--- src/rtl/boot_sequencer.sv ---
// Boot loader sequencer: holds the cpu in reset, streams a length-prefixed image
// into program memory, waits a fixed hold interval, then hands the bus to the cpu.
module boot_sequencer #(
  parameter logic [7:0]  LOAD_BASE   = 8'h00,
  parameter int unsigned HOLD_CYCLES = 4
) (
  input  logic       clk,
  input  logic       reset,
  input  logic [7:0] rx_data,
  input  logic       rx_valid,
  output logic       rx_ready,
  input  logic       boot_req,
  input  logic [7:0] cpu_address,
  input  logic [7:0] cpu_to_memory,
  input  logic       cpu_write,
  output logic [7:0] mem_address,
  output logic [7:0] mem_to_memory,
  output logic       mem_write,
  output logic       cpu_reset,
  output logic       running,
  output logic [7:0] load_count,
  output logic [7:0] checksum
);

  localparam int unsigned DW = 8;
  localparam logic [DW-1:0] HOLD_LAST = DW'(HOLD_CYCLES - 1);

  typedef enum logic [1:0] {
    ST_IDLE,
    ST_LOAD,
    ST_HOLD,
    ST_RUN
  } state_t;

  state_t        state_q, state_d;
  logic [DW-1:0] ptr_q, ptr_d;
  logic [DW-1:0] remaining_q, remaining_d;
  logic [DW-1:0] hold_cnt_q, hold_cnt_d;
  logic [DW-1:0] count_q, count_d;
  logic [DW-1:0] sum_q, sum_d;
  logic          wr_en_q, wr_en_d;
  logic [DW-1:0] wr_addr_q, wr_addr_d;
  logic [DW-1:0] wr_data_q, wr_data_d;
  logic          cpu_reset_q, cpu_reset_d;
  logic          running_q, running_d;
  logic          rx_ready_q, rx_ready_d;
  logic          accept_c;

  // State and datapath registers
  always_ff @(posedge clk) begin
    if (reset) begin
      state_q     <= ST_IDLE;
      ptr_q       <= LOAD_BASE;
      remaining_q <= '0;
      hold_cnt_q  <= '0;
      count_q     <= '0;
      sum_q       <= '0;
      wr_en_q     <= 1'b0;
      wr_addr_q   <= LOAD_BASE;
      wr_data_q   <= '0;
      cpu_reset_q <= 1'b1;
      running_q   <= 1'b0;
      rx_ready_q  <= 1'b1;
    end else begin
      state_q     <= state_d;
      ptr_q       <= ptr_d;
      remaining_q <= remaining_d;
      hold_cnt_q  <= hold_cnt_d;
      count_q     <= count_d;
      sum_q       <= sum_d;
      wr_en_q     <= wr_en_d;
      wr_addr_q   <= wr_addr_d;
      wr_data_q   <= wr_data_d;
      cpu_reset_q <= cpu_reset_d;
      running_q   <= running_d;
      rx_ready_q  <= rx_ready_d;
    end
  end

  // Next-state, loader datapath and registered status outputs
  always_comb begin
    state_d     = state_q;
    ptr_d       = ptr_q;
    remaining_d = remaining_q;
    hold_cnt_d  = hold_cnt_q;
    count_d     = count_q;
    sum_d       = sum_q;
    wr_en_d     = 1'b0;
    wr_addr_d   = wr_addr_q;
    wr_data_d   = wr_data_q;
    accept_c    = rx_valid & rx_ready_q;

    case (state_q)
      ST_IDLE: begin
        if (accept_c) begin
          count_d     = '0;
          sum_d       = '0;
          ptr_d       = LOAD_BASE;
          remaining_d = rx_data;
          hold_cnt_d  = '0;
          state_d     = (rx_data == '0) ? ST_HOLD : ST_LOAD;
        end
      end
      ST_LOAD: begin
        if (accept_c) begin
          wr_en_d     = 1'b1;
          wr_addr_d   = ptr_q;
          wr_data_d   = rx_data;
          ptr_d       = ptr_q + DW'(1);
          count_d     = count_q + DW'(1);
          sum_d       = sum_q + rx_data;
          remaining_d = remaining_q - DW'(1);
          if (remaining_q == DW'(1)) begin
            hold_cnt_d = '0;
            state_d    = ST_HOLD;
          end
        end
      end
      ST_HOLD: begin
        if (hold_cnt_q == HOLD_LAST) begin
          state_d = ST_RUN;
        end else begin
          hold_cnt_d = hold_cnt_q + DW'(1);
        end
      end
      ST_RUN: begin
        if (boot_req) begin
          state_d = ST_IDLE;
        end
      end
      default: state_d = ST_IDLE;
    endcase

    rx_ready_d  = (state_d == ST_IDLE) || (state_d == ST_LOAD);
    cpu_reset_d = (state_d != ST_RUN);
    running_d   = (state_d == ST_RUN);
  end

  // In RUN the cpu drives memory directly; otherwise the loader registers do
  assign mem_address   = running_q ? cpu_address   : wr_addr_q;
  assign mem_to_memory = running_q ? cpu_to_memory : wr_data_q;
  assign mem_write     = running_q ? cpu_write     : wr_en_q;

  assign rx_ready   = rx_ready_q;
  assign cpu_reset  = cpu_reset_q;
  assign running    = running_q;
  assign load_count = count_q;
  assign checksum   = sum_q;

endmodule

--- config.mk ---
export PLATFORM = sky130hd
export DESIGN_NAME = boot_sequencer
export DESIGN_NICKNAME = d
export VERILOG_FILES = /design/src/rtl/boot_sequencer.sv
export SDC_FILE = /design/constraint.sdc
export NUM_CORES = 1
export LEC_CHECK = 0
export BUFFER_PORTS_ARGS = -buffer_cell sky130_fd_sc_hd__buf_2
export CAP_MARGIN = 5
export CORE_MARGIN = 10
export CORE_UTILIZATION = 35
export CTS_CLUSTER_DIAMETER = 40
export CTS_CLUSTER_SIZE = 28
export DETAILED_ROUTE_END_ITERATION = 6
export GPL_TIMING_DRIVEN = 0
export PLACE_DENSITY = 0.53
export SLEW_MARGIN = 0
export SYNTH_ARGS = -nofsm -noshare
export SYNTH_HDL_FRONTEND = slang
export SYNTH_SLANG_ARGS = --single-unit
--- constraint.sdc ---
create_clock -name clk -period 5.51 [get_ports clk]
set_input_delay 1.102 -clock clk [delete_from_list [all_inputs] [get_ports clk]]
set_output_delay 1.102 -clock clk [all_outputs]
set_load 0.05 [all_outputs]
==> flow_summary.toml <==
[logic_synthesis]
synth-seq-cells = 62
syn-mean-instance-area_um2 = 8.44
ys_types = 53
synth-xor-area-share_pct = 6.06
postSynth.asyncResetShare_pct = 0
synth_nets = 419
synth_edf_count = 0
yosysSeqAreaShare_pct = 39.0
yosys.area_share.simple_pct = 24.5
synth_cells = 377
synth_compound_area_share_pct = 14.7
syn_area_um2 = 3180
synthAdderAreaFrac_pct = 5.35
yosys_most_used_dff = "dfxtp_1"
ys.warnings.count = 0
synthMuxAreaShare_pct = 6.65
synth_top_family_by_area = "simple AND/OR/NAND/NOR gates"

[place]
hpwl_um = 6630
io_buffer_count = 64
globalplace.congestion = 0.822
dp.cells = 549
post_dp_cell_area_um2 = 3640

[critical_path]
critical_path_class = "register to primary output"
critPathLaunch = "running$_SDFF_PP0_"
cp-start-kind = "register"
crit_chain = "clkbuf_1 -> buf_2 -> mux2_2 -> buf_2"
path_buf_inv = 3
ff2ff_setup_slack_ps = 3540
reg2reg_from = "checksum[0]$_SDFFE_PP0P_"
cp-endpoint = "mem_to_memory[4]"
cp_slowest_stage_delay_ps = 420
slowest_stage = "clkbuf_1"
cp_max_fo = 10
required_ps = 4410
cpMostUsedCell = "buf_2"
crit_arrival_ps = 2020
reg2reg_depth = 7
path_delay_family = "buffers and inverters"
r2r-end = "checksum[6]$_SDFFE_PP0P_"
endpoint_kind = "primary output"
path_depth = 4

[clock_network]
ctsHoldBuffers = 0
cts-root-buf = "clkbuf_8"
clk_pin_slew_ps = 70
cts_resized = 0
cts_tree = "done"
cts_made_buffers = 9
cts.path.max_buffers = 2
cts_sinks = 62
cts_setup_buffers = 0
insertion_delay_ps = 340
htree_levels = 3

[final_layout]
fin_cells = 565
fillerInstances = 925
drive_above_1_share_pct = 25.6
layout.nets = 494
diodes = 0
multi_input_area_um2 = 1820
area_delta_synth_final_pct = 21.0
final-seq-area_um2 = 1240
final_cell_area_um2 = 3850

[timing]
slew_viol_final = 0
relSlewSlack_pct = 63.6
worst_slew_pin_slew_ps = 545
tns_ps = 0
fmax_ghz = 0.320
hold_violations = 0
setup_violations = 0
min_period_ps = 3130
rsz0062_at_grt = "false"
final.setup_skew_ps = 6.99
hold_ws_ps = 455
fin_crit_sh_pct = 56.7

[routing]
drc = 0
final_antenna_net_count = 0
drt-pass1-iter-count = 4
viasPerCell = 5.13
drt-total-wl_um = 8670
drtIter0Drc = 139
via_count = 2897
routedWlPerCell_um = 15.4

[global_routing]
grt_max_degree = 12
grt_pass1_vias = 2819
overflow = 0
grt_pass1_wl_um = 14000
grtUsageTotal_pct = 13.0
antenna_found_initial = 0

[floorplanning]
die_h_um = 115
dieArea_um2 = 13300
core-area_um2 = 8760
ios = 65
row_count = 34
die-width_um = 115
start_util_pct = 36.3

[power]
ir_drop_v = 0.000130
power_density_nw_per_um2 = 318
power.total_mw = 1.23
p_leak_nw = 1.63

[worst_hold_path]
hp-class = "register to register"

[job]
cap_violations = 0

[run_status]
status = "finished, final reports clean"
==> worst min-delay path by stage <==
stage,startpoint,to,slack [ps],cells after the start
finish,wr_data_q[2]$_SDFFE_PP0P_,wr_data_q[2]$_SDFFE_PP0P_,450,2
global route,wr_addr_q[6]$_SDFFE_PP0P_,wr_addr_q[6]$_SDFFE_PP0P_,480,2
CTS,wr_data_q[2]$_SDFFE_PP0P_,wr_data_q[2]$_SDFFE_PP0P_,460,2
detailed placement,wr_data_q[2]$_SDFFE_PP0P_,wr_data_q[2]$_SDFFE_PP0P_,450,2
global placement,wr_data_q[7]$_SDFFE_PP0P_,wr_data_q[7]$_SDFFE_PP0P_,440,2
floorplan,wr_addr_q[0]$_SDFFE_PP0P_,wr_addr_q[0]$_SDFFE_PP0P_,430,2
==> cell type report <==
class,instances,area share [%]
buffer,18,2.21
clock buffer,10,3.31
clock inverter,6,2.24
inverter,9,0.877
multi-input combinational,288,47.3
sequential,62,32.2
tap,108,3.51
timing repair buffer,64,8.32
==> state kept, by name, indices dropped and copies added, names as in the netlist <==
register     cells
state_q          2
wr_data_q        8
checksum         8
remaining_q      8
rx_ready         1
hold_cnt_q       8
wr_en_q          1
wr_addr_q        8
ptr_q            8
running          1
load_count       8
cpu_reset        1
==> per-stage QoR <==
step,utilization (%),setup WS (ps)
final,43.9,2380
after global routing,43.9,2220
after CTS,43.9,2300
after detailed placement,41.5,2580
after global placement,41.5,2570
after floorplan,-,2740
==> routing by layer <==
layer | up-vias | wire length, um | global-route usage (%)
met4 | 0 | 86 | 3.14
li1 | 1481 | - | -
met5 | - | 0 | 0
met3 | 7 | 489 | 4.38
met2 | 59 | 4230 | 22.0
met1 | 1350 | 3870 | 15.6
==> power by group <==
group / total [mW] / internal, mW / switching [mW]
clock: 0.436 / 0.254 / 0.182
combinational: 0.296 / 0.0962 / 0.200
sequential: 0.493 / 0.471 / 0.0218
total: 1.23 / 0.822 / 0.404
==> Yosys cell counts, types with 3 or more instances <==
master    count  area [um2]
buf_2         8        40.0
a211oi_1      5        37.5
nand2_1      50         188
nor4_1        3        18.8
a22oi_1       3        22.5
and3_1        4        25.0
a31oi_1       3        18.8
or3_1         3        18.8
nand2b_1      3        18.8
nand3_1      20         100
nand4_1      10        62.6
xnor2_1       4        35.0
inv_1         8        30.0
dfxtp_1      62        1240
o21ai_0       6        30.0
nor2_1       49         184
xor2_1       18         158
mux2_2       17         191
nor3_1        6        30.0
clkbuf_1      7        26.3
ha_1         12         150
a21oi_1      38         190
==> worst register-to-register path, delay by kind of cell (launching register included) <==
family	cells	cell delay, ps
compound gates	4	760
xor+xnor	1	160
fa+ha+maj	2	620
flops	1	320
==> cell families after synthesis <==
family | Yosys count
XOR/XNOR | 22
adder cells (fa/ha/maj) | 13
buffers and inverters | 27
AO/OA/AOI/OAI | 73
AND/OR/NAND/NOR | 161
flip-flops | 62
multiplexers | 19
==> cells in the final DEF (no fill, tap or decap), drive strengths merged, types with 3 or more instances in the layout <==
cell type and instances:
buf 75, dfxtp 62, nand2 52, nor2 50, a21oi 38, nand3 20
xor2 18, mux2 17, clkbuf 17, ha 12, nand4 11, inv 9
o21ai 8, nor3 6, a211oi 5, xnor2 4, and3 4, nor4 4
or3 3, a22oi 3, a31oi 3, nand2b 3, clkinv 3
Note: power is estimated with default switching activity, not from simulation.
